## src/rtl/uart_tx_pkg.sv

```systemverilog
// Shared constants for the UART transmit path: FSM encoding, parity types, default width.
package uart_tx_pkg;

   localparam int unsigned DEFAULT_DATA_WIDTH = 8;

   localparam logic [2:0] IDLE   = 3'd0;
   localparam logic [2:0] START  = 3'd1;
   localparam logic [2:0] DATA   = 3'd2;
   localparam logic [2:0] PARITY = 3'd3;
   localparam logic [2:0] STOP   = 3'd4;

   localparam logic PAR_EVEN = 1'b0;
   localparam logic PAR_ODD  = 1'b1;

endpackage

```

## src/rtl/uart_tx_ctrl_if.sv

```systemverilog
// Host-side byte handshake for the UART transmitter: request, payload, frame config and busy.
interface uart_tx_ctrl_if
   import uart_tx_pkg::*;
#(
   parameter int unsigned DATA_WIDTH = DEFAULT_DATA_WIDTH
);
   logic [DATA_WIDTH-1:0] P_DATA;
   logic                  DATA_VALID;
   logic                  PAR_EN;
   logic                  PAR_TYP;
   logic                  busy;

   modport master (output P_DATA, DATA_VALID, PAR_EN, PAR_TYP, input busy);
   modport slave  (input P_DATA, DATA_VALID, PAR_EN, PAR_TYP, output busy);
endinterface

```

## src/rtl/uart_tx_bit_timer.sv

```systemverilog
// Prescale counter (bit_tick on the last clock of each serial bit) and data-bit index counter.
module uart_tx_bit_timer
   import uart_tx_pkg::*;
#(
   parameter int unsigned DATA_WIDTH = DEFAULT_DATA_WIDTH,
   parameter int unsigned PRESCALE   = 1,
   localparam int unsigned BW = (DATA_WIDTH > 1) ? $clog2(DATA_WIDTH) : 1,
   localparam int unsigned PW = (PRESCALE > 1) ? $clog2(PRESCALE) : 1
) (
   input  logic          clk,
   input  logic          rst,
   input  logic          start,
   input  logic          bit_cnt_en,
   output logic          bit_tick,
   output logic [BW-1:0] bit_cnt,
   output logic          last_bit
);
   logic [PW-1:0] pre_cnt;

   assign bit_tick = (pre_cnt == PW'(PRESCALE - 1));
   assign last_bit = (bit_cnt == BW'(DATA_WIDTH - 1));

   // start realigns the prescaler so the first bit of a frame gets a full PRESCALE clocks
   always_ff @(posedge clk) begin
      if (rst || start) begin
         pre_cnt <= '0;
         bit_cnt <= '0;
      end else begin
         pre_cnt <= bit_tick ? '0 : pre_cnt + PW'(1);
         if (bit_cnt_en && bit_tick)
            bit_cnt <= last_bit ? '0 : bit_cnt + BW'(1);
      end
   end
endmodule

```

## src/rtl/uart_tx_ctrl.sv

```systemverilog
// UART transmit frame sequencer: latches byte/config, pulses parity_calc, serializes start/data/parity/stop.
module uart_tx_ctrl
   import uart_tx_pkg::*;
#(
   parameter int unsigned DATA_WIDTH = DEFAULT_DATA_WIDTH,
   parameter int unsigned PRESCALE   = 1
) (
   input  logic                  clk,
   input  logic                  rst,
   uart_tx_ctrl_if.slave         host,
   input  logic                  PAR_BIT,
   output logic [DATA_WIDTH-1:0] par_data,
   output logic                  par_typ,
   output logic                  par_calc_en,
   output logic                  TX_OUT
);
   localparam int unsigned BW = (DATA_WIDTH > 1) ? $clog2(DATA_WIDTH) : 1;

   logic [2:0]    state;
   logic          par_en_q;
   logic          start;
   logic          bit_tick;
   logic          last_bit;
   logic [BW-1:0] bit_cnt;
   logic [BW-1:0] nxt_idx;

   assign start   = (state == IDLE) && host.DATA_VALID;
   assign nxt_idx = bit_cnt + BW'(1);

   uart_tx_bit_timer #(
      .DATA_WIDTH (DATA_WIDTH),
      .PRESCALE   (PRESCALE)
   ) u_bit_timer (
      .clk        (clk),
      .rst        (rst),
      .start      (start),
      .bit_cnt_en (state == DATA),
      .bit_tick   (bit_tick),
      .bit_cnt    (bit_cnt),
      .last_bit   (last_bit)
   );

   // TX_OUT is registered, so each transition loads the value of the bit being entered
   always_ff @(posedge clk) begin
      if (rst) begin
         state       <= IDLE;
         TX_OUT      <= 1'b1;
         host.busy   <= 1'b0;
         par_calc_en <= 1'b0;
         par_data    <= '0;
         par_typ     <= 1'b0;
         par_en_q    <= 1'b0;
      end else begin
         par_calc_en <= 1'b0;
         case (state)
            IDLE: if (host.DATA_VALID) begin
               state       <= START;
               par_data    <= host.P_DATA;
               par_typ     <= host.PAR_TYP;
               par_en_q    <= host.PAR_EN;
               host.busy   <= 1'b1;
               TX_OUT      <= 1'b0;
               par_calc_en <= 1'b1;
            end
            START: if (bit_tick) begin
               state  <= DATA;
               TX_OUT <= par_data[0];
            end
            DATA: if (bit_tick) begin
               if (!last_bit) begin
                  TX_OUT <= par_data[nxt_idx];
               end else if (par_en_q) begin
                  state  <= PARITY;
                  TX_OUT <= PAR_BIT;
               end else begin
                  state  <= STOP;
                  TX_OUT <= 1'b1;
               end
            end
            PARITY: if (bit_tick) begin
               state  <= STOP;
               TX_OUT <= 1'b1;
            end
            STOP: if (bit_tick) begin
               state     <= IDLE;
               host.busy <= 1'b0;
            end
            default: begin
               state     <= IDLE;
               TX_OUT    <= 1'b1;
               host.busy <= 1'b0;
            end
         endcase
      end
   end
endmodule

```

## src/flat_wrapper.sv

```systemverilog
// flat-port wrapper written by rule: the top's interface ports become plain ports
module uart_tx_ctrl_flat import uart_tx_pkg::*;
#(
   parameter int unsigned DATA_WIDTH = DEFAULT_DATA_WIDTH,
   parameter int unsigned PRESCALE   = 1
)
  (clk, rst, PAR_BIT, par_data, par_typ, par_calc_en, TX_OUT, host_P_DATA, host_DATA_VALID, host_PAR_EN, host_PAR_TYP, host_busy);
  uart_tx_ctrl_if #(.DATA_WIDTH(DATA_WIDTH)) host_i ();
  input  logic clk;
  input  logic rst;
  input  logic PAR_BIT;
  output logic [DATA_WIDTH-1:0] par_data;
  output logic par_typ;
  output logic par_calc_en;
  output logic TX_OUT;
  input wire logic [$bits(host_i.P_DATA)-1:0] host_P_DATA;
  input wire logic [$bits(host_i.DATA_VALID)-1:0] host_DATA_VALID;
  input wire logic [$bits(host_i.PAR_EN)-1:0] host_PAR_EN;
  input wire logic [$bits(host_i.PAR_TYP)-1:0] host_PAR_TYP;
  output wire logic [$bits(host_i.busy)-1:0] host_busy;
  assign host_i.P_DATA = host_P_DATA;
  assign host_i.DATA_VALID = host_DATA_VALID;
  assign host_i.PAR_EN = host_PAR_EN;
  assign host_i.PAR_TYP = host_PAR_TYP;
  assign host_busy = host_i.busy;
  uart_tx_ctrl #(.DATA_WIDTH(DATA_WIDTH), .PRESCALE(PRESCALE)) u_core (.clk(clk), .rst(rst), .host(host_i), .PAR_BIT(PAR_BIT), .par_data(par_data), .par_typ(par_typ), .par_calc_en(par_calc_en), .TX_OUT(TX_OUT));
endmodule
```

## config.mk

```make
export PLATFORM = sky130hd
export DESIGN_NAME = uart_tx_ctrl_flat
export DESIGN_NICKNAME = d
export VERILOG_FILES = /design/src/rtl/uart_tx_pkg.sv /design/src/rtl/uart_tx_ctrl_if.sv /design/src/rtl/uart_tx_bit_timer.sv /design/src/rtl/uart_tx_ctrl.sv /design/src/flat_wrapper.sv
export SDC_FILE = /design/constraint.sdc
export NUM_CORES = 1
export LEC_CHECK = 0
export ABC_AREA = 1
export CAP_MARGIN = 40
export CORE_MARGIN = 1
export CORE_UTILIZATION = 49
export DETAILED_ROUTE_END_ITERATION = 10
export PLACE_DENSITY = 0.93
export SYNTH_ARGS = -nofsm -noshare
export SYNTH_HDL_FRONTEND = slang
export SYNTH_SLANG_ARGS = --single-unit
```

## constraint.sdc

```tcl
create_clock -name clk -period 3.9 [get_ports clk]
set_input_delay 0.78 -clock clk [delete_from_list [all_inputs] [get_ports clk]]
set_output_delay 0.78 -clock clk [all_outputs]
set_load 0.01 [all_outputs]
```

After elaboration in Yosys (flattened, before gate mapping)
Index checks and enable logic that the tools add are counted.
{"block": "word_totals", "out_inout_bits": 12, "wordCells": 60, "ff_bits": 20, "input_bits": 14}
{"block": "op_classes", "n_reduce_logical": 11, "eq_ne": 11, "n_addsub": 2, "bitwise_logic": 4, "magnitude_cmp": 1, "mux": 22}
{"op": "$mux 3", "count": 8}
{"op": "$pmux 3 s5", "count": 1}
{"op": "$mux 1", "count": 10}
{"op": "$ne 2x2->1 const B", "count": 5}
{"op": "$eq 3x2->1 const B", "count": 2}
{"op": "$eq 3x3->1 const B", "count": 2}
{"op": "$reduce_and 6->1", "count": 1}
{"op": "$pmux 1 s5", "count": 1}
{"op": "$reduce_and 5->1", "count": 1}
{"op": "$lt 3x4->1 const B", "count": 1}
{"op": "$not 1->1", "count": 4}
{"op": "$reduce_or 2->1", "count": 2}
{"op": "$add 3x1->3 const B", "count": 1}
{"op": "$bmux 1 s3", "count": 1}
{"op": "$eq 3x1->1 const B", "count": 1}
{"op": "$logic_not 3->1", "count": 1}
{"op": "$pmux 1 s3", "count": 1}
{"op": "$reduce_and 3->1", "count": 1}
{"op": "$reduce_or 3->1", "count": 1}
{"op": "$logic_and 1x1->1", "count": 2}
{"op": "$ne 2x1->1 const B", "count": 1}
{"op": "$reduce_and 2->1", "count": 1}
{"op": "$add 1x1->1 const B", "count": 1}
{"op": "$logic_or 1x1->1", "count": 1}

Longest topological paths before layout
{"block": "depth", "word_depth": 6, "mapped_depth": 9, "ltp_nobuf": 9}

Modules after synthesis
Synthesis repeated with hierarchy kept, for this count alone.
{"block": "unflattened", "cells_unflattened": 152, "hier_area_um2": 1014.7}
{"mod": "uart_tx_ctrl", "n_inst": 1, "seq_area_each_um2": 320.3, "area_per_inst_um2": 822.0, "cells_each": 124}
{"mod": "uart_tx_bit_timer", "n_inst": 1, "seq_area_each_um2": 80.1, "area_per_inst_um2": 192.7, "cells_each": 28}

Least setup slack after synthesis
No wires, ideal clock.
{"block": "synth_path", "kind": "in2reg", "start": "input port host_DATA_VALID", "end": "register u_core.state[1]", "required_time_ps": 3786, "setup_ps": 114, "path_slack_ps": 2505, "cell_stages": 6, "n_path_buf": 0, "arrival_ps": 1281, "path_cell_list": "inv_1 nand2_2 nand2_2 nor3_4 and2_1 nor2_1"}
{"block": "synth_via", "elab_chain_len": 2}
{"item": "start: declaration", "line_no": "flat_wrapper.sv:17", "text": "input wire logic [$bits(host_i.DATA_VALID)-1:0] host_DATA_VALID;"}
{"item": "$ne 2x2->1 (no source line)"}
{"item": "$reduce_and 6->1 (no source line)"}
{"item": "end signal: assignment", "line_no": "uart_tx_ctrl.sv:46", "text": "state <= IDLE;"}
{"item": "end signal: assignment", "line_no": "uart_tx_ctrl.sv:57", "text": "state <= START;"}
{"item": "end signal: assignment", "line_no": "uart_tx_ctrl.sv:66", "text": "state <= DATA;"}
{"item": "end: declaration", "line_no": "uart_tx_ctrl.sv:19", "text": "logic [2:0] state;"}
No other way between the ends.
A chain may end at the register's enable or synchronous reset.

Final worst setup path
{"block": "layout_path", "start": "register u_core.par_data[5]", "end": "output port par_data[5]"}
{"item": "start: declaration", "line_no": "uart_tx_ctrl.sv:12", "text": "output logic [DATA_WIDTH-1:0] par_data,"}
{"item": "start signal: assignment", "line_no": "uart_tx_ctrl.sv:58", "text": "par_data <= host.P_DATA;"}
{"item": "end: declaration", "line_no": "flat_wrapper.sv:12", "text": "output logic [DATA_WIDTH-1:0] par_data;"}
No word-level cell between the ends.

==> results.txt <==
status = complete, no violations
wire per inst = 11.86 um
# hold bufs at CTS = 0
max-cap violation count = 0
Synth Area per Inst = 6.970 um^2
Hold Path Class = register to register
n_diodes = 0
Leakage = 0.5592 nW
most frequent cells in the layout = nand2_1 (41), clkdlybuf4s50_1 (25), nand3_1 (20), dfxtp_1 (20), inv_1 (13)
Ports = 26
CP arrival = 1.26 ns
clock power share = 16.7%
post-CTS setup buffers = 0
HPWL after DPL = 1721 um
Bufs and invs on worst path = 1
combinational share of power = 42.3%
Finish-stage setup viols = 0
core area = 1764 um^2
Syn Nets = 151
Hold Violations, Final = 0
overflow left after global routing = 0
switching share of power = 38.49%
global-route wire length before repair = 3560 um
fin crit period = 2.040 ns
power consumption = 0.7259 mW
synthesized cell area = 940.9 um^2
via count = 957
highest clock rate = 490.3 MHz
Pint = 0.4465 mW
Seq/Total Area, Yosys = 42.55%
post-synthesis cell count = 135
RSZ-0062 raised after global routing = no
initial antenna violation count = 0
post-synth cell types = 21
Seq pwr share = 41.0%
# fillers = 143
total wire length = 2218 um
crit end category = primary output
die area = 2099 um^2
GR Util All Layers = 23.69%
Final Max Slew Viols = 0
Worst-Skew Late Latency = 0.30 ns
critical path class = register to primary output
std cell rows = 15
post-route ant nets = 0
CTS Root Cell = clkbuf_4
Crit path largest cell delay = 0.57 ns
Slowest-stage cell, CP = clkdlybuf4s50_1
vias per cell = 5.118
Clk pin slew, worst setup/hold paths = 0.11 ns
vias in the first global route = 881
WP data required = 3.12 ns
Hold Worst Slack = 0.4844 ns
CTS tree = built
Synth Register Bits = 20
clock sink count = 20
setup TNS = 0 ns
H-tree Lvls = 1
YS warnings = 0
CP max FO = 3
area delta synth->final = 32.58%
post-CTS sizing = 0
DR iter-0 viols = 44
Final nets = 179
port bufs = 25
Initial Util = 53.33%
final std cells w/o fill = 187
Die Ht = 45.82 um
fin crit share = 52.30%
number of buffers created by CTS = 3
Largest delay share family, worst path = buffers and inverters
layout cells sized above 1 = 9.259%
NetSw = 0.2794 mW
Worst VDD drop = 0.4097 mV
commonest non-fill, non-tap cell in the layout = nand2_1
pin count of the biggest net entering global routing = 13
CP Launch Type = register
Initial DRT Pass Iterations = 7
PwrDens = 581.9 nW/um^2
crit-path cells = clkdlybuf4s50_1
Die W = 45.82 um
Final Skew = 0.002057 ns
GP Congestion = 0.8865
Post-route DRC = 0
clock buffer depth = 2
post-placement cell count = 183
cells in the mapped netlist (all sizes together):
| cell type | n | area, um^2 |
|---|---|---|
| conb | 1 | 3.750 |
| nand2 | 46 | 185.2 |
| ha | 2 | 25.02 |
| buf | 1 | 7.510 |
| nor3 | 3 | 26.28 |
| clkbuf | 1 | 3.750 |
| nand3b | 1 | 7.510 |
| o21bai | 1 | 7.510 |
| o21ai | 3 | 15.01 |
| a211oi | 1 | 7.510 |
| a21oi | 8 | 40.04 |
| dfxtp | 20 | 400.4 |
| nand3 | 20 | 100.1 |
| and2 | 1 | 6.260 |
| nor2 | 11 | 48.80 |
| inv | 15 | 56.31 |
layout make-up:
class / instances / area [um^2] / area share (%)
well taps: 25 / 31.28 / 2.508
inverters: 15 / 56.30 / 4.514
multi-input cells: 98 / 473.0 / 37.91
clock buffers: 4 / 36.28 / 2.909
repair buffers: 25 / 250.2 / 20.06
flip-flops and latches: 20 / 400.4 / 32.10
state kept, by name, summed over array words and instances, names as in the netlist:
signal                      flops
u_core.par_data                 8
u_core.state                    3
u_core.u_bit_timer.bit_cnt      3
u_core.TX_OUT                   1
u_core.host.busy                1
u_core.par_calc_en              1
u_core.par_en_q                 1
u_core.par_typ                  1
u_core.u_bit_timer.pre_cnt      1
power groups by stage:
stage / clock network, mW / logic [mW] / registers, mW
3_3_place_gp: 0 / 0.296 / 0.298
2_1_floorplan: 0 / 0.181 / 0.306
4_1_cts: 0.123 / 0.307 / 0.296
3_5_place_dp: 0 / 0.305 / 0.300
5_1_grt: 0.130 / 0.342 / 0.302
6_report: 0.121 / 0.307 / 0.297
cells by family after synthesis:
logic type | Yosys count | share of synthesized area [%]
simple gates | 82 | 39.76
flops | 20 | 42.55
buf+inv | 17 | 7.181
compound gates | 13 | 7.447
fa+ha+maj | 2 | 2.659
other cells | 1 | 0.3986
stage by stage:
stage               area [um^2]  setup slack [ns]  utilization [%]
global placement           1211             1.820            68.65
CTS                        1247             1.866            70.71
detailed placement         1211             1.761            68.65
finish                     1247             1.860            70.71
global route               1247             1.833            70.71
floorplan                 940.9             2.505                -
layer usage:
layer / up-vias / track usage (%) / share of wire [%] / wire length, um
li1: 482 / - / - / -
met1: 433 / 29.06 / 44 / 967
met2: 38 / 41.43 / 49 / 1089
met3: 4 / 2.381 / 5.6 / 125
met4: 0 / 10.59 / 1.6 / 36
met5: - / 0 / 0 / 0
final timing paths:
kind	depth (start not counted)	slack, ns	start	endpoint
setup / recovery	1	1.86	u_core.par_data[5]$_SDFFE_PP0P_	par_data[5]
hold / removal	2	0.48	u_core.u_bit_timer.bit_cnt[2]$_SDFFE_PP0P_	u_core.u_bit_timer.bit_cnt[2]$_SDFFE_PP0P_
setup reg to reg	6	2.38	u_core.u_bit_timer.bit_cnt[0]$_SDFFE_PP0P_	u_core.state[1]$_SDFFE_PP0P_
hold reg to reg	2	0.48	u_core.u_bit_timer.bit_cnt[2]$_SDFFE_PP0P_	u_core.u_bit_timer.bit_cnt[2]$_SDFFE_PP0P_
Note: power is estimated with default switching activity, not from simulation.
